<file path="src/rtl/it_pkg.sv">
// Shared definitions for the Thumb-2 IT pre-decoder and ITSTATE sequencer.
package it_pkg;

    localparam int ITSTATE_W = 8;

    // Base condition codes, as encoded in IT firstcond and ITSTATE[7:4].
    localparam logic [3:0] COND_EQ = 4'b0000;
    localparam logic [3:0] COND_NE = 4'b0001;
    localparam logic [3:0] COND_CS = 4'b0010;
    localparam logic [3:0] COND_CC = 4'b0011;
    localparam logic [3:0] COND_MI = 4'b0100;
    localparam logic [3:0] COND_PL = 4'b0101;
    localparam logic [3:0] COND_VS = 4'b0110;
    localparam logic [3:0] COND_VC = 4'b0111;
    localparam logic [3:0] COND_HI = 4'b1000;
    localparam logic [3:0] COND_LS = 4'b1001;
    localparam logic [3:0] COND_GE = 4'b1010;
    localparam logic [3:0] COND_LT = 4'b1011;
    localparam logic [3:0] COND_GT = 4'b1100;
    localparam logic [3:0] COND_LE = 4'b1101;
    localparam logic [3:0] COND_AL = 4'b1110;
    localparam logic [3:0] COND_NV = 4'b1111;

    // Whether decode is currently inside an IT block.
    typedef enum logic {
        IT_IDLE   = 1'b0,
        IT_IN_BLK = 1'b1
    } it_phase_e;

    // An IT with firstcond NV or an empty mask cannot open a block.
    function automatic logic it_is_illegal(input logic [ITSTATE_W-1:0] status);
        return (status[7:4] == COND_NV) || (status[3:0] == 4'b0000);
    endfunction

    // Step ITSTATE past one block instruction: the condition LSB and mask
    // shift up together, and the block ends once the mask is exhausted.
    function automatic logic [ITSTATE_W-1:0] it_advance(input logic [ITSTATE_W-1:0] state);
        logic [ITSTATE_W-1:0] nxt;
        if (state[2:0] == 3'b000) begin
            nxt = '0;
        end else begin
            nxt = {state[7:5], state[3:0], 1'b0};
        end
        return nxt;
    endfunction

endpackage

</file>
<file path="src/rtl/it_tz_enc.sv">
// Trailing-zero encoder turning the ITSTATE mask into the count of block
// instructions still to execute, current one included.
module it_tz_enc (
    input  logic [3:0] mask,
    output logic [2:0] remaining
);

    // The lowest set mask bit marks the block terminator; an empty mask means no block.
    always_comb begin
        remaining = 3'd0;
        casez (mask)
            4'b???1: remaining = 3'd4;
            4'b??10: remaining = 3'd3;
            4'b?100: remaining = 3'd2;
            4'b1000: remaining = 3'd1;
            default: remaining = 3'd0;
        endcase
    end

endmodule

</file>
<file path="src/rtl/it_state_ctrl.sv">
// ITSTATE (EPSR.IT) register with IT capture, per-instruction advance,
// exception save/restore and flush, feeding condition info back to decode.
module it_state_ctrl
    import it_pkg::*;
(
    input  logic                 clk,
    input  logic                 rst,
    input  logic                 adv,
    input  logic                 stall,
    input  logic                 flush,
    input  logic                 it_flag,
    input  logic [ITSTATE_W-1:0] it_status,
    input  logic                 epsr_wr,
    input  logic [ITSTATE_W-1:0] epsr_it_in,
    output logic [3:0]           it_cond,
    output logic                 in_it_blk,
    output logic                 it_last,
    output logic [2:0]           it_remaining,
    output logic [ITSTATE_W-1:0] epsr_it,
    output logic                 it_err
);

    logic [ITSTATE_W-1:0] itstate;
    logic                 err_q;
    logic                 acc;
    it_phase_e            phase;

    assign acc   = adv & ~stall;
    assign phase = (itstate[3:0] != 4'b0000) ? IT_IN_BLK : IT_IDLE;

    // Priority: exception restore, then flush, then an accepted instruction.
    always_ff @(posedge clk or posedge rst) begin
        if (rst) begin
            itstate <= '0;
            err_q   <= 1'b0;
        end else begin
            err_q <= 1'b0;
            if (epsr_wr) begin
                itstate <= epsr_it_in;
            end else if (flush) begin
                itstate <= '0;
            end else if (acc) begin
                case (phase)
                    IT_IDLE: begin
                        if (it_flag) begin
                            if (it_is_illegal(it_status)) begin
                                err_q <= 1'b1;
                            end else begin
                                itstate <= it_status;
                            end
                        end
                    end
                    IT_IN_BLK: begin
                        itstate <= it_advance(itstate);
                        if (it_flag) begin
                            err_q <= 1'b1;
                        end
                    end
                    default: itstate <= '0;
                endcase
            end
        end
    end

    it_tz_enc u_tz_enc (
        .mask      (itstate[3:0]),
        .remaining (it_remaining)
    );

    assign it_cond   = itstate[7:4];
    assign in_it_blk = (phase == IT_IN_BLK);
    assign it_last   = (itstate[3:0] == 4'b1000);
    assign epsr_it   = itstate;
    assign it_err    = err_q;

endmodule

</file>
<file path="config.mk">
export PLATFORM = sky130hd
export DESIGN_NAME = it_state_ctrl
export DESIGN_NICKNAME = d
export VERILOG_FILES = /design/src/rtl/it_pkg.sv /design/src/rtl/it_tz_enc.sv /design/src/rtl/it_state_ctrl.sv
export SDC_FILE = /design/constraint.sdc
export NUM_CORES = 1
export LEC_CHECK = 0
export ABC_AREA = 1
export CORE_AREA = 2 2 47 49
export DETAILED_ROUTE_END_ITERATION = 10
export DIE_AREA = 0 0 49 51
export PLACE_DENSITY = 0.83
export RECOVER_POWER = 50
export SLEW_MARGIN = 0
export SYNTH_ARGS = -nofsm -noshare
export SYNTH_HDL_FRONTEND = slang
export SYNTH_SLANG_ARGS = --single-unit
</file>
<file path="constraint.sdc">
create_clock -name clk -period 1.8 [get_ports clk]
set_clock_uncertainty 0.1 [all_clocks]
set_input_delay 0.36 -clock clk [delete_from_list [all_inputs] [get_ports clk]]
set_output_delay 0.36 -clock clk [all_outputs]
set_load 0.02 [all_outputs]
</file>
==> results of run 1 <==
## state kept, by name (all words and copies together) (netlist names)
name	count
it_err	1
epsr_it	8
## logic make-up after synthesis
family	count (synthesis)	synth area share [%]
AND/OR/NAND/NOR	60	39.4
buffers and inverters	17	13.1
flip-flops	9	32.8
AO/OA/AOI/OAI	13	14.6
## area by class of cell
cell class / count / area, µm² / area share, %
sequential: 9 / 225 / 19.4
timing repair buffer: 53 / 464 / 40.1
tap: 28 / 35.0 / 3.02
clock buffer: 4 / 26.3 / 2.27
inverter: 10 / 37.5 / 3.24
multi-input combinational: 73 / 370 / 32.0
## cell usage after synthesis
cell type and count:
nand2_2 1, a21oi_4 1, nor2_2 1, nand2_1 42, a21oi_1 2, clkbuf_1 1
buf_6 1, nand2_4 1, o21ai_2 3, nand3_1 7, nor2_1 6, buf_4 5
a22oi_1 3, inv_2 1, a41oi_1 1, o22ai_1 1, dfrtp_1 9, inv_1 9
nor2_8 1, o21ai_0 2, nor2_4 1
## layer usage
layer / up-vias / track usage (%) / share of wire, %
li1: 410 / - / -
met1: 372 / 20.9 / 40
met2: 44 / 33.3 / 48
met3: 7 / 4.97 / 8.5
met4: 0 / 13.8 / 3.2
met5: - / 0 / 0
## where the power goes
group	switching (mW)	leakage, nW	internal [mW]
clock	0.0829	0.0150	0.0860
combinational	0.197	0.462	0.174
sequential	0.0206	0.116	0.225
total	0.300	0.593	0.485
## metrics by stage
stage / cell area [µm²] / setup slack [ps]
floorplan: 686 / 188
global placement: 1160 / 13.4
detailed placement: 1160 / -45.5
CTS: 1190 / 4.58
global route: 1160 / 28.1
finish: 1160 / 60.3
## repair_timing
action / CTS / global route
pin swaps: 0 / 0
buffers inserted: 1 / 0
setup endpoints to repair: 8 / 4
hold buffers: 0 / 0
gates resized for setup: 12 / 6
## worst max path at each step
stage / start / endpoint / slack (ps) / cells past startpoint
after floorplan: epsr_it[0]$_DFFE_PP0P_ / it_remaining[0] / 190 / 3
after global placement: epsr_it[0]$_DFFE_PP0P_ / it_remaining[0] / 10 / 4
after detailed placement: adv / epsr_it[5]$_DFFE_PP0P_ / -50 / 8
after CTS: epsr_it[0]$_DFFE_PP0P_ / in_it_blk / 5 / 4
after global routing: epsr_it[0]$_DFFE_PP0P_ / it_remaining[0] / 30 / 4
final: epsr_it[4]$_DFFE_PP0P_ / it_cond[0] / 60 / 1
==> out/qor.yml, run 1 <==
run_status: "complete, no violations"
inserted_diodes: 0
dr_total_vias: 833
die-area_um2: 2500
root_buffer: "clkbuf_4"
power_leakage_nw: 0.593
synth_seq_cells: 9
core_area_um2: 2060
reg2reg_setup_slack_ps: 160
worstRegToRegCells: 9
maxSlewHeadroom_pct: 75.9
hold_violations: 0
path_max_fanout: 3
synth_largest_type_area_fraction_pct: 32.8
fin_crit_ps: 1740
synthDominantAreaCellType: "dfrtp_1"
critPathArrivalTime_ps: 1280
clk_latency_ps: 280
yosysWarnings: 0
syn-instance-count: 99
start_util_pct: 33.2
placed_cells: 172
syn-mean-instance-area_um2: 6.93
timing.final.max_slew_violations: 0
max-vdd-ir-drop_mv: 0.361
final_cell_count_no_fill: 177
crit_buf_inv: 1
port_buffers: 40
crit_chain: "clkdlybuf4s50_1"
worst_hold_path_type: "primary input to async pin"
grtUsageTotal_pct: 19.4
via_count_of_the_first_global_routing_pass: 848
cts_buffer_count: 3
fillCellCount: 210
worst_hold_slack_ps: 382
cts_tree: "done"
routed_wl_um: 2080
route.antenna.remaining_nets: 0
route.detailed.drc: 0
antenna_found_initial: 0
clock_tree.htree_level_count: 1
area_growth_synth_to_finish_pct: 69.0
globalRoute.totalOverflow: 0
io_pins: 41
seq_area_frac_synth_pct: 32.8
worst_r2r_endpoint: "epsr_it[7]$_DFFE_PP0P_"
detail_route.vias_per_cell: 4.71
nNetsFinal: 173
power_mw: 0.785
post_detailed_placement_half_perimeter_wirelength_um: 1690
endpoint_class_of_the_critical_path: "primary output"
max-clock-path-buffers: 2
max-cap-violations: 0
drt_iter0_markers: 19
placement_rows: 17
crit_type: "register to primary output"
rsz_0062_raised_after_global_routing: "no"
layout.cells.most_common: "nand2_1"
crit_family: "buffers and inverters"
cts.clk_slew.worst_paths_ps: 70
final_core_utilization_pct: 56.2
post_route_cells_drive_above_1_share_pct: 18.1
highest_count_cells_in_the_layout_ignoring_fill_and_taps: "nand2_1 (42), clkdlybuf4s50_1 (29), buf_4 (10)"
worst_slew_pin_slew_ps: 362
timing.rr.start: "epsr_it[0]$_DFFE_PP0P_"
grt_first_pass_wirelength_um: 3630
synthesis.nets: 122
max_freq_ghz: 0.575
detail_route.wl_per_cell_um: 11.7
critical_path.startpoint_type: "register"
fin_setup_tns_ps: 0
setup_viol: 0
synth.area.top_cells: "dfrtp_1 (33%), nand2_1 (23%), buf_4 (5.5%), nand3_1 (5.1%), inv_1 (4.9%)"
slowest_delay_ps: 620
die_width_um: 49
synth.cell_area_um2: 686
grt_start_max_net_pins: 13
power.density_nw_per_um2: 678
min_period_over_period_pct: 96.6
vertical_die_dimension_um: 51
cpMaxStageDelayCell: "clkdlybuf4s50_1"
cts_num_sinks: 9
drtPass1Iterations: 4
crit_required_ps: 1340
routability_driven_placement_congestion_ratio: 0.825
yosys.cell_types.count: 21
No activity file was read; power rests on OpenSTA's default activity.
==> inputs of run 2 (changes only) <==
ABC_AREA = default   (was 1)
CORE_AREA = 2 2 46 48   (was 2 2 47 49)
DIE_AREA = 0 0 48 50   (was 0 0 49 51)
HOLD_SLACK_MARGIN = 0.08   (was default)
PLACE_DENSITY = 0.82   (was 0.83)
==> out/qor.yml, run 2 <==
worst_hold_slack_ps: 409  # +27.0 ps
maxSlewHeadroom_pct: 72.7  # -3.1 points
yosys.cell_types.count: 29  # +38%
root_buffer: "clkbuf_4"
globalRoute.totalOverflow: 0  # unchanged
worst_slew_pin_slew_ps: 407  # +45.9 ps
fillCellCount: 144  # -31%
post_detailed_placement_half_perimeter_wirelength_um: 1570  # -7.2%
post-synth-top-count-cell: "dfrtp_1"
endpoint_class_of_the_critical_path: "primary output"
post_route_cells_drive_above_1_share_pct: 38.9  # +21 points
cts.clk_slew.worst_paths_ps: 60  # about the same
synthDominantAreaCellType: "dfrtp_1"
fin_setup_tns_ps: -1710  # -1710 ps
simple_gate_area_share_of_the_yosys_netlist_pct: 18.9  # -21 points
reg2reg_setup_slack_ps: -180  # -340 ps
clk_latency_ps: 260  # -20 ps
io_pins: 41  # unchanged
hold_violations: 0  # unchanged
synthXorXnorAreaFrac_pct: 0  # unchanged
die_width_um: 48  # -2.0%
synth-edff-count: 0  # unchanged
drtPass1Iterations: 4  # unchanged
grtUsageTotal_pct: 20.4  # +1.0 points
fin_crit_ps: 1990  # +247 ps
synth_top_cells_by_count: "dfrtp_1 (9), mux2_1 (6), a22o_1 (4), buf_4 (4), nor2_1 (4)"
grt_start_max_net_pins: 10  # -3
synth_top_flop_cell: "dfrtp_1"
regArea_um2: 226  # +0.56%
crit_required_ps: 1340  # about the same
synth.area.top_cells: "dfrtp_1 (36%), mux2_1 (11%), a22o_1 (5.6%), buf_4 (4.8%), a32oi_4 (4.4%)"
largest_register_ff_count: 8  # unchanged
cts_buffer_count: 3  # unchanged
route.detailed.drc: 0  # unchanged
start_util_pct: 32.7  # -0.53 points
detail_route.wl_per_cell_um: 16.6  # +41%
highest_count_cells_in_the_layout_ignoring_fill_and_taps: "clkdlybuf4s50_1 (25), buf_4 (13), dfrtp_1 (8), buf_6 (8)"
final_critical_path_setup_slack_ps: -187  # -247 ps
min_period_over_period_pct: 110  # +14 points
synth_seq_cells: 9  # unchanged
timing.final.max_slew_violations: 0  # unchanged
syn-instance-count: 58  # -41%
die-area_um2: 2400  # -4.0%
antenna_found_initial: 0  # unchanged
dr_total_vias: 712  # -15%
synth.cell_area_um2: 622  # -9.3%
synth_largest_type_area_fraction_pct: 36.2  # +3.4 points
critPathArrivalTime_ps: 1530  # +250 ps
route.antenna.remaining_nets: 0  # unchanged
layout.cells.most_common: "clkdlybuf4s50_1"
grt_first_pass_wirelength_um: 3330  # -8.2%
run_status: "finished, violations left"
routability_driven_placement_congestion_ratio: 0.781  # -5.3%
max-cap-violations: 0  # unchanged
seq_area_frac_synth_pct: 36.2  # +3.4 points
port_buffers: 40  # unchanged
path_max_fanout: 4  # +1
syn-mean-instance-area_um2: 10.7  # +55%
placed_cells: 129  # -25%
core_area_um2: 1900  # -7.8%
synthArstFlopShare_pct: 100  # unchanged
synth_top_family_by_area: "simple AND/OR/NAND/NOR gates"
worst_slack_placed_ps: -631  # -586 ps
synth_compound_area_share_pct: 18.7  # +4.1 points
synth.mux.area_fraction_pct: 16.5  # +16 points
synthAdderAreaFrac_pct: 0  # unchanged
nNetsFinal: 137  # -21%
crit_type: "register to primary output"
yosysWarnings: 0  # unchanged
critical_path.startpoint_type: "register"
max_freq_ghz: 0.503  # -12%
inserted_diodes: 0  # unchanged
via_count_of_the_first_global_routing_pass: 708  # -17%
rsz_0062_raised_after_global_routing: "yes"
power_leakage_nw: 0.564  # -4.9%
cts_tree: "done"
detail_route.vias_per_cell: 5.09  # +8.1%
synthesis.nets: 81  # -34%
clock_tree.htree_level_count: 1  # unchanged
routed_wl_um: 2320  # +12%
area_growth_synth_to_finish_pct: 98.0
vertical_die_dimension_um: 50  # -2.0%
cts_num_sinks: 9  # unchanged
violations: "setup timing"
worst_hold_path_type: "primary input to async pin"
max-vdd-ir-drop_mv: 0.389  # +7.7%
max-clock-path-buffers: 2  # unchanged
drt_iter0_markers: 8  # -11
multiInputGateArea_um2: 399  # +7.8%
power.density_nw_per_um2: 695  # +2.6%
setup_viol: 11  # +11
placement_rows: 16  # -1
final_cell_count_no_fill: 140  # -21%
## run 2: power by group
group | total [mW] | internal [mW] | switching [mW]
sequential | 0.240 | 0.224 | 0.0154
clock | 0.161 | 0.0857 | 0.0756
combinational | 0.455 | 0.245 | 0.210
total | 0.856 | 0.555 | 0.301
## run 2: timing repair
| item | CTS | global route |
|---|---|---|
| hold buffers | 0 | 0 |
| resized for setup | 42 | 7 |
| buffers inserted | 5 | 2 |
| endpoints found under the setup margin | 15 | 13 |
| pin swaps | 6 | 3 |
## run 2: path summary, 6_finish.rpt
kind                                   startpoint                      to  cells after the start
hold / removal                                rst  epsr_it[4]$_DFFE_PP0P_                      2
setup reg to reg           epsr_it[0]$_DFFE_PP0P_  epsr_it[0]$_DFFE_PP0P_                      6
min in group clk           epsr_it[5]$_DFFE_PP0P_  epsr_it[5]$_DFFE_PP0P_                      1
setup / recovery           epsr_it[0]$_DFFE_PP0P_                 it_last                      5
max in group asynchronous                     rst  epsr_it[0]$_DFFE_PP0P_                      2
hold reg to reg            epsr_it[5]$_DFFE_PP0P_  epsr_it[5]$_DFFE_PP0P_                      1
## run 2: critical path, cell delays in order, from the launching register on
cell	delay, ps
dfrtp_2	400
or3_4	420
nor2_4	180
buf_6	120
nor2_2	30
buf_6	120
## run 2: final cells by class
class / count / area share (%)
Clock buffer: 4 / 2.13
Inverter: 3 / 1.12
Multi-Input combinational cell: 39 / 32.4
Sequential cell: 9 / 18.4
Tap cell: 27 / 2.74
Timing Repair Buffer: 58 / 43.2
## run 2: metrics by stage
step / cell area (µm²) / utilization [%] / total power, mW
final: 1230 / 64.7 / 0.856
after global routing: 1230 / 64.7 / 0.891
after CTS: 1220 / 64.1 / 0.832
after detailed placement: 1090 / 57.5 / 0.630
after global placement: 1090 / 57.5 / 0.623
after floorplan: 626 / - / 0.436
## run 2: kinds of logic after synthesis
group	count (synthesis)
DFF	9
AOI/OAI and AO/OA	12
muxes	9
buffers and inverters	10
and+or+nand+nor	18
## run 2: routing by layer
layer / wire length, µm / track usage [%]
met5: 0 / 0
met4: 87 / 10.8
met3: 118 / 4.03
met2: 1200 / 34.7
met1: 915 / 22.4
